$ cat config.mk
export PLATFORM = sky130hd
export DESIGN_NAME = imem_boot_loader_flat
export DESIGN_NICKNAME = d
export VERILOG_FILES = /design/src/rtl/imem_boot_loader_pkg.sv /design/src/rtl/imem_boot_loader_if.sv /design/src/rtl/imem_boot_loader_byte_word_assembler.sv /design/src/rtl/imem_boot_loader.sv /design/src/flat_wrapper.sv
export SDC_FILE = /design/constraint.sdc
export NUM_CORES = 1
export LEC_CHECK = 0
export CAP_MARGIN = 25
export CORE_ASPECT_RATIO = 2
export CORE_UTILIZATION = 45
export CTS_CLUSTER_DIAMETER = 150
export DETAILED_ROUTE_END_ITERATION = 7
export GPL_TIMING_DRIVEN = 0
export PLACE_DENSITY = 0.68
export SLEW_MARGIN = 10
export SYNTH_ARGS = -nofsm -noshare
export SYNTH_HDL_FRONTEND = slang
export SYNTH_SLANG_ARGS = --single-unit
export TNS_END_PERCENT = 1
$ cat constraint.sdc
create_clock -name clk -period 2.2 [get_ports clk]
set_input_delay 0.22 -clock clk [delete_from_list [all_inputs] [get_ports clk]]
set_output_delay 0.22 -clock clk [all_outputs]
set_load 0.01 [all_outputs]
$ cat src/rtl/imem_boot_loader_pkg.sv
// Shared state encoding and helpers for the instruction-memory boot loader.
package imem_boot_loader_pkg;

    typedef enum logic [2:0] {
        ST_IDLE  = 3'd0,
        ST_HDR0  = 3'd1,
        ST_HDR1  = 3'd2,
        ST_LOAD  = 3'd3,
        ST_CHK   = 3'd4,
        ST_DONE  = 3'd5,
        ST_ERROR = 3'd6
    } loader_state_t;

    // States in which the loader consumes stream bytes and reports busy.
    function automatic logic state_busy(input loader_state_t st);
        return (st == ST_HDR0) || (st == ST_HDR1) || (st == ST_LOAD) || (st == ST_CHK);
    endfunction

    // A load may only be (re)started from a quiescent state.
    function automatic logic state_startable(input loader_state_t st);
        return (st == ST_IDLE) || (st == ST_DONE) || (st == ST_ERROR);
    endfunction

endpackage

$ cat src/rtl/imem_boot_loader_if.sv
// Boot loader control, byte stream and instruction-memory write bundle.
interface imem_boot_loader_if #(
    parameter int ADDR_WIDTH = 9
);
    logic                  start;
    logic                  in_valid;
    logic [7:0]            in_byte;
    logic                  in_ready;
    logic                  imem_we;
    logic [ADDR_WIDTH-1:0] imem_addr;
    logic [31:0]           imem_wdata;
    logic                  cpu_reset;
    logic                  busy;
    logic                  done;
    logic                  error;
    logic [15:0]           words_loaded;

    modport master (
        output start, in_valid, in_byte,
        input  in_ready, imem_we, imem_addr, imem_wdata,
        input  cpu_reset, busy, done, error, words_loaded
    );

    modport slave (
        input  start, in_valid, in_byte,
        output in_ready, imem_we, imem_addr, imem_wdata,
        output cpu_reset, busy, done, error, words_loaded
    );
endinterface

$ cat src/rtl/imem_boot_loader_byte_word_assembler.sv
// Collects four stream bytes into a little-endian word.
// Latency: word_vld one cycle after byte 3 is taken; never stalls the stream.
// Backpressure: none of its own; the caller gates byte_vld.
module byte_word_assembler (
    input  logic        clk,
    input  logic        reset,
    input  logic        clear,
    input  logic        byte_vld,
    input  logic [7:0]  byte_dat,
    output logic [1:0]  byte_idx,
    output logic        word_vld,
    output logic [31:0] word_dat
);

    logic [23:0] part_q;

    // word_dat is a separate register so the next word can start filling during the write cycle.
    always_ff @(posedge clk or negedge reset) begin
        if (!reset) begin
            byte_idx <= 2'd0;
            part_q   <= 24'd0;
            word_vld <= 1'b0;
            word_dat <= 32'd0;
        end else begin
            word_vld <= 1'b0;
            if (clear) begin
                byte_idx <= 2'd0;
                part_q   <= 24'd0;
            end else if (byte_vld) begin
                byte_idx <= byte_idx + 2'd1;
                case (byte_idx)
                    2'd0:    part_q[7:0]   <= byte_dat;
                    2'd1:    part_q[15:8]  <= byte_dat;
                    2'd2:    part_q[23:16] <= byte_dat;
                    default: begin
                        word_dat <= {byte_dat, part_q};
                        word_vld <= 1'b1;
                    end
                endcase
            end
        end
    end

endmodule

$ cat src/rtl/imem_boot_loader.sv
// Boot loader: 2-byte LE word count, then payload words written to imem; LOADER_CHECKSUM_EN adds an XOR byte.
// Latency: imem write one cycle after each word's last byte; done rises with the final write.
// Backpressure: in_ready tracks state only; in_valid low stalls forever, no timeout.
module imem_boot_loader #(
    parameter int ADDR_WIDTH = 9,
    parameter int BASE_ADDR  = 0,
    parameter int MAX_WORDS  = 128
) (
    input  logic                clk,
    input  logic                reset,
    imem_boot_loader_if.slave   bus
);
    import imem_boot_loader_pkg::*;

    localparam logic [ADDR_WIDTH-1:0] BASE  = ADDR_WIDTH'(BASE_ADDR);
    localparam logic [15:0]           MAX_N = 16'(MAX_WORDS);

    loader_state_t         state_q, state_d;
    logic [7:0]            hdr_lo_q;
    logic [15:0]           word_cnt_q;
    logic [ADDR_WIDTH-1:0] addr_q;
    logic [15:0]           wl_q;
    logic [15:0]           hdr_n;
    logic                  accept, start_ok, load_acc, last_byte;
    logic [1:0]            byte_idx;
    logic                  word_vld;
    logic [31:0]           word_dat;
`ifdef LOADER_CHECKSUM_EN
    logic [7:0]            csum_q;
`endif

    assign accept    = bus.in_valid & bus.in_ready;
    assign start_ok  = bus.start & state_startable(state_q);
    assign load_acc  = accept & (state_q == ST_LOAD);
    assign hdr_n     = {bus.in_byte, hdr_lo_q};
    // Previous word's count update always lands before this word's byte 3 can arrive.
    assign last_byte = load_acc & (byte_idx == 2'd3) & ((wl_q + 16'd1) == word_cnt_q);

    byte_word_assembler u_asm (
        .clk      (clk),
        .reset    (reset),
        .clear    (start_ok),
        .byte_vld (load_acc),
        .byte_dat (bus.in_byte),
        .byte_idx (byte_idx),
        .word_vld (word_vld),
        .word_dat (word_dat)
    );

    always_ff @(posedge clk or negedge reset) begin
        if (!reset) state_q <= ST_IDLE;
        else        state_q <= state_d;
    end

    always_comb begin
        state_d = state_q;
        case (state_q)
            ST_IDLE, ST_DONE, ST_ERROR: if (start_ok) state_d = ST_HDR0;
            ST_HDR0: if (accept) state_d = ST_HDR1;
            ST_HDR1: begin
                if (accept) begin
                    if (hdr_n == 16'd0)     state_d = ST_DONE;
                    else if (hdr_n > MAX_N) state_d = ST_ERROR;
                    else                    state_d = ST_LOAD;
                end
            end
`ifdef LOADER_CHECKSUM_EN
            ST_LOAD: if (last_byte) state_d = ST_CHK;
            ST_CHK:  if (accept) state_d = (bus.in_byte == csum_q) ? ST_DONE : ST_ERROR;
`else
            ST_LOAD: if (last_byte) state_d = ST_DONE;
`endif
            default: state_d = ST_IDLE;
        endcase
    end

    always_ff @(posedge clk or negedge reset) begin
        if (!reset) begin
            hdr_lo_q   <= 8'd0;
            word_cnt_q <= 16'd0;
            addr_q     <= BASE;
            wl_q       <= 16'd0;
        end else if (start_ok) begin
            hdr_lo_q   <= 8'd0;
            word_cnt_q <= 16'd0;
            addr_q     <= BASE;
            wl_q       <= 16'd0;
        end else begin
            if (accept && state_q == ST_HDR0) hdr_lo_q   <= bus.in_byte;
            if (accept && state_q == ST_HDR1) word_cnt_q <= hdr_n;
            if (word_vld) begin
                addr_q <= addr_q + ADDR_WIDTH'(4);
                wl_q   <= wl_q + 16'd1;
            end
        end
    end

`ifdef LOADER_CHECKSUM_EN
    always_ff @(posedge clk or negedge reset) begin
        if (!reset)        csum_q <= 8'd0;
        else if (start_ok) csum_q <= 8'd0;
        else if (load_acc) csum_q <= csum_q ^ bus.in_byte;
    end
`endif

    assign bus.in_ready     = state_busy(state_q);
    assign bus.busy         = state_busy(state_q);
    assign bus.done         = (state_q == ST_DONE);
    assign bus.error        = (state_q == ST_ERROR);
    assign bus.cpu_reset    = (state_q != ST_DONE);
    assign bus.imem_we      = word_vld;
    assign bus.imem_wdata   = word_dat;
    assign bus.imem_addr    = addr_q;
    assign bus.words_loaded = wl_q;

endmodule

$ cat src/flat_wrapper.sv
// flat-port wrapper written by rule: the top's interface ports become plain ports
module imem_boot_loader_flat import imem_boot_loader_pkg::*;
#(
    parameter int ADDR_WIDTH = 9,
    parameter int BASE_ADDR  = 0,
    parameter int MAX_WORDS  = 128
)
  (clk, reset, bus_start, bus_in_valid, bus_in_byte, bus_in_ready, bus_imem_we, bus_imem_addr, bus_imem_wdata, bus_cpu_reset, bus_busy, bus_done, bus_error, bus_words_loaded);
  imem_boot_loader_if #(.ADDR_WIDTH(ADDR_WIDTH)) bus_i ();
  input  logic clk;
  input  logic reset;
  input wire logic [$bits(bus_i.start)-1:0] bus_start;
  input wire logic [$bits(bus_i.in_valid)-1:0] bus_in_valid;
  input wire logic [$bits(bus_i.in_byte)-1:0] bus_in_byte;
  output wire logic [$bits(bus_i.in_ready)-1:0] bus_in_ready;
  output wire logic [$bits(bus_i.imem_we)-1:0] bus_imem_we;
  output wire logic [$bits(bus_i.imem_addr)-1:0] bus_imem_addr;
  output wire logic [$bits(bus_i.imem_wdata)-1:0] bus_imem_wdata;
  output wire logic [$bits(bus_i.cpu_reset)-1:0] bus_cpu_reset;
  output wire logic [$bits(bus_i.busy)-1:0] bus_busy;
  output wire logic [$bits(bus_i.done)-1:0] bus_done;
  output wire logic [$bits(bus_i.error)-1:0] bus_error;
  output wire logic [$bits(bus_i.words_loaded)-1:0] bus_words_loaded;
  assign bus_i.start = bus_start;
  assign bus_i.in_valid = bus_in_valid;
  assign bus_i.in_byte = bus_in_byte;
  assign bus_in_ready = bus_i.in_ready;
  assign bus_imem_we = bus_i.imem_we;
  assign bus_imem_addr = bus_i.imem_addr;
  assign bus_imem_wdata = bus_i.imem_wdata;
  assign bus_cpu_reset = bus_i.cpu_reset;
  assign bus_busy = bus_i.busy;
  assign bus_done = bus_i.done;
  assign bus_error = bus_i.error;
  assign bus_words_loaded = bus_i.words_loaded;
  imem_boot_loader #(.ADDR_WIDTH(ADDR_WIDTH), .BASE_ADDR(BASE_ADDR), .MAX_WORDS(MAX_WORDS)) u_core (.clk(clk), .reset(reset), .bus(bus_i));
endmodule
==> results.sh, run 1 <==
export IMPL_routabilityCongestion=0.912
export IMPL_dp_cells=751
export IMPL_cp_max_fo=6
export IMPL_fillers=1040
export IMPL_dp_hpwl_mm=9.38
export IMPL_pwr_share_seq_pct=42.8
export IMPL_grt_remaining_overflow=0
export IMPL_start_kind="flop"
export IMPL_drt_pass1_iterations=4
export IMPL_switching_share_pct=34.4
export IMPL_first_global_vias=4174
export IMPL_wl_mm=12.6
export IMPL_relSlewSlack_pct=63.4
export IMPL_violations="negative setup slack"
export IMPL_stdcell_count=770
export IMPL_grt_use_met2_pct=40.4
export IMPL_avgSynthCellArea_um2=9.79
export IMPL_die_area_mm2=0.0121
export IMPL_maxCapViolations=0
export IMPL_p_leak_uw=0.00289
export IMPL_drc=0
export IMPL_pwr_share_comb_pct=29.4
export IMPL_setup_ws_ns=-0.0152
export IMPL_grt_use_total_pct=21.6
export IMPL_yosys_warnings=0
export IMPL_wl_per_cell_um=16.3
export IMPL_boundaryPins=75
export IMPL_cp_arrival_ns=2.43
export IMPL_use_met1_pct=23.0
export IMPL_vias=4139
export IMPL_port_buffers=72
export IMPL_synth_flop_cell="dfrtp_1"
export IMPL_fin_util_pct=57.9
export IMPL_p_int_uw=3960
export IMPL_htreeDepth=3
export IMPL_worst_clock_skew_ns=0.00756
export IMPL_worstRegToRegCells=7
export IMPL_cts_buffers=9
export IMPL_final_layout_size_suffix_gt1_share_pct=14.0
export IMPL_cts_tree="yes"
export IMPL_synth_common_cells="dfrtp_1 (109), nand2_1 (95), a21oi_1 (53), nor2_1 (42), mux2_2 (32)"
export IMPL_max_freq_mhz=451
export IMPL_max_clock_path_buffers=2
export IMPL_netSwitchingPower_uw=2070
export IMPL_clk_latency_ns=0.34
export IMPL_cts_sinks=109
export IMPL_yosysSeqAreaShare_pct=52.1
export IMPL_drt_iter0_markers=159
export IMPL_period_share_pct=101
export IMPL_grt_start_max_net_pins=94
export IMPL_hold_path_class="in2async"
export IMPL_clk_pin_slew_worst_paths_ns=0.07
export IMPL_min_period_ns=2.22
export IMPL_initial_core_util_pct=46.1
export IMPL_worstSetupPathType="reg2reg"
export IMPL_crit_path_end_kind="flop"
export IMPL_final_hold_violation_count=0
export IMPL_cts_root_buffer="clkbuf_16"
export IMPL_ir_worst_vdd_mv=0.615
export IMPL_grt_first_pass_wirelength_mm=20.3
export IMPL_synthTopCellsByArea="dfrtp_1 (52%), mux2_2 (6.9%), nand2_1 (6.8%), a21oi_1 (5.1%), xnor2_1 (3.7%)"
export IMPL_syn2layout_area_growth_pct=25.4
export IMPL_grt_antenna_before_repair=0
export IMPL_final_antenna_net_count=0
export IMPL_rsz0062_at_grt="true"
export IMPL_ys_ff_latch=109
export IMPL_ys_types=46
export IMPL_die_x_um=78.3
export IMPL_required_ns=2.42
export IMPL_layout_nets=641
export IMPL_netlist_area_mm2=0.00524
export IMPL_synthArstFlopShare_pct=100
export IMPL_fp_row_count=55
export IMPL_antennaDiodeCount=0
export IMPL_design_core_area_mm2=0.0114
export IMPL_synth_top_cell_by_area="dfrtp_1"
export IMPL_grtUsageMet3_pct=2.42
export IMPL_hold_slack_ns=0.261
export IMPL_clockPowerShare_pct=27.8
export IMPL_p_per_area_mw_per_mm2=918
export IMPL_busiest_layer="met2"
export IMPL_syn_inst=535
export IMPL_synth_edf_count=0
export IMPL_setup_violations_final=1
export IMPL_yosysMostFrequentCell="dfrtp_1"
export IMPL_via_per_inst=5.38
export IMPL_die_y_um=155
export IMPL_total_power_uw=6030
export IMPL_maxSlewViolCount=0
export IMPL_yosysTopAreaCellShare_pct=52.1
export IMPL_outcome="complete, but fails checks"
export IMPL_worstMarginPinSlew_ns=0.548
## state kept, by name (all words and copies together), names as in the netlist
name / count
u_core.bus.imem_addr: 7
u_core.word_cnt_q: 16
u_core.bus.words_loaded: 16
u_core.u_asm.part_q: 24
u_core.state_q: 3
u_core.u_asm.word_dat: 32
u_core.u_asm.word_vld: 1
u_core.hdr_lo_q: 8
u_core.u_asm.byte_idx: 2
## worst paths after layout
| path | from | to | slack [ns] |
|---|---|---|---|
| worst max register to register | u_core.bus.words_loaded[1]$_DFFE_PN0N_ | u_core.state_q[1]$_DFFE_PN0P_ | -0.02 |
| worst max-delay path | u_core.bus.words_loaded[1]$_DFFE_PN0N_ | u_core.state_q[1]$_DFFE_PN0P_ | -0.02 |
| worst min-delay path | reset | u_core.u_asm.word_dat[14]$_DFFE_PN0P_ | 0.26 |
| min in group clk | u_core.u_asm.word_dat[17]$_DFFE_PN0P_ | u_core.u_asm.word_dat[17]$_DFFE_PN0P_ | 0.51 |
| worst min register to register | u_core.u_asm.word_dat[17]$_DFFE_PN0P_ | u_core.u_asm.word_dat[17]$_DFFE_PN0P_ | 0.51 |
| max in group asynchronous | reset | u_core.bus.words_loaded[5]$_DFFE_PN0N_ | 1.21 |
## cells by family (layout without fill, tap and decap cells)
group	Yosys count	in the layout	synth area share (%)
buf+inv	44	136	3.61
compound gates	79	79	8.53
simple gates	218	218	19.7
fa+ha+maj	6	6	1.43
flops	109	109	52.1
mux	35	35	7.45
xor+xnor	43	43	7.19
other cells	1	2	0.0716
## cell usage in the layout (no fill, tap or decap), types with 3 or more instances in the layout
| cell type | count |
|---|---|
| nor4_1 | 4 |
| xor2_1 | 21 |
| clkdlybuf4s50_1 | 71 |
| nor2b_1 | 4 |
| xnor2_1 | 22 |
| nand4_1 | 13 |
| mux2_2 | 32 |
| a21oi_1 | 53 |
| nand2b_1 | 4 |
| nor3_1 | 6 |
| nand3_1 | 31 |
| clkbuf_16 | 9 |
| o21ai_0 | 9 |
| clkinv_4 | 3 |
| dfrtp_1 | 106 |
| buf_4 | 9 |
| inv_1 | 8 |
| mux2i_1 | 3 |
| nand2_1 | 95 |
| clkbuf_1 | 10 |
| o211ai_1 | 4 |
| buf_1 | 4 |
| buf_2 | 7 |
| ha_1 | 5 |
| nor2_1 | 42 |
| dfrtp_2 | 3 |
| clkbuf_2 | 8 |
## layer usage
metal | share of wire (%) | vias to the layer above
met2 | 56 | 87
met4 | 3.9 | 0
met1 | 37 | 2037
li1 | - | 1989
met5 | 0 | -
met3 | 2.6 | 26
## stage by stage
stage | setup slack, ns | area [um2] | setup TNS (ns)
CTS | -0.0416 | 6510 | -0.0416
floorplan | 0.0917 | 5240 | 0
detailed placement | -0.483 | 6170 | -11.83
global route | -0.0673 | 6570 | -0.419
finish | -0.0152 | 6570 | -0.0152
global placement | -3.08 | 6140 | -342.31
## critical path, cell delays in order, from the launching register on
cell      delay [ns]
dfrtp_2         0.49
ha_4            0.31
xnor2_1         0.11
nand4_1         0.13
a221o_1         0.29
a2111o_1        0.38
nor4_4          0.25
o21ai_0         0.13
## layout make-up
class                   count  area, um2  area share, %
inverters                   8       30.0          0.457
clock inverters             7       83.8           1.28
multi-input cells         383       2370           36.0
clock buffers               9        225           3.43
flip-flops and latches    109       2730           41.6
repair buffers             79        797           12.1
plain buffers              33        158           2.40
well taps                 142        178           2.70
## power by group through the flow
stage / registers [uW] / clock network, uW / logic (uW)
after floorplan: 2560 / 0 / 1190
after global placement: 2610 / 0 / 1690
after detailed placement: 2620 / 0 / 1740
after CTS: 2590 / 1700 / 1780
after global routing: 2630 / 1770 / 1980
final: 2580 / 1680 / 1770
## repair_timing
action                                 in CTS  in global routing
endpoints found under the hold margin      16                  0
gates resized for setup                    11                  9
hold buffers                                1                  0
setup endpoints to repair                 101                 51
pin swaps                                   0                  2
buffers inserted                            0                  5
(Power assumes the default switching activity.)
==> run 2, diff against run 1 <==
--- a/config.mk
+++ b/config.mk
@@ -8,6 +8,7 @@
 export CAP_MARGIN = 25
 export CORE_ASPECT_RATIO = 2
 export CORE_UTILIZATION = 45
+export CTS_BUF_LIST = sky130_fd_sc_hd__clkbuf_8 sky130_fd_sc_hd__clkbuf_16
 export CTS_CLUSTER_DIAMETER = 150
 export DETAILED_ROUTE_END_ITERATION = 7
 export GPL_TIMING_DRIVEN = 0
==> results of run 2 <==
Same layout as run 1: the final DEF is identical, and so are final timing and power.
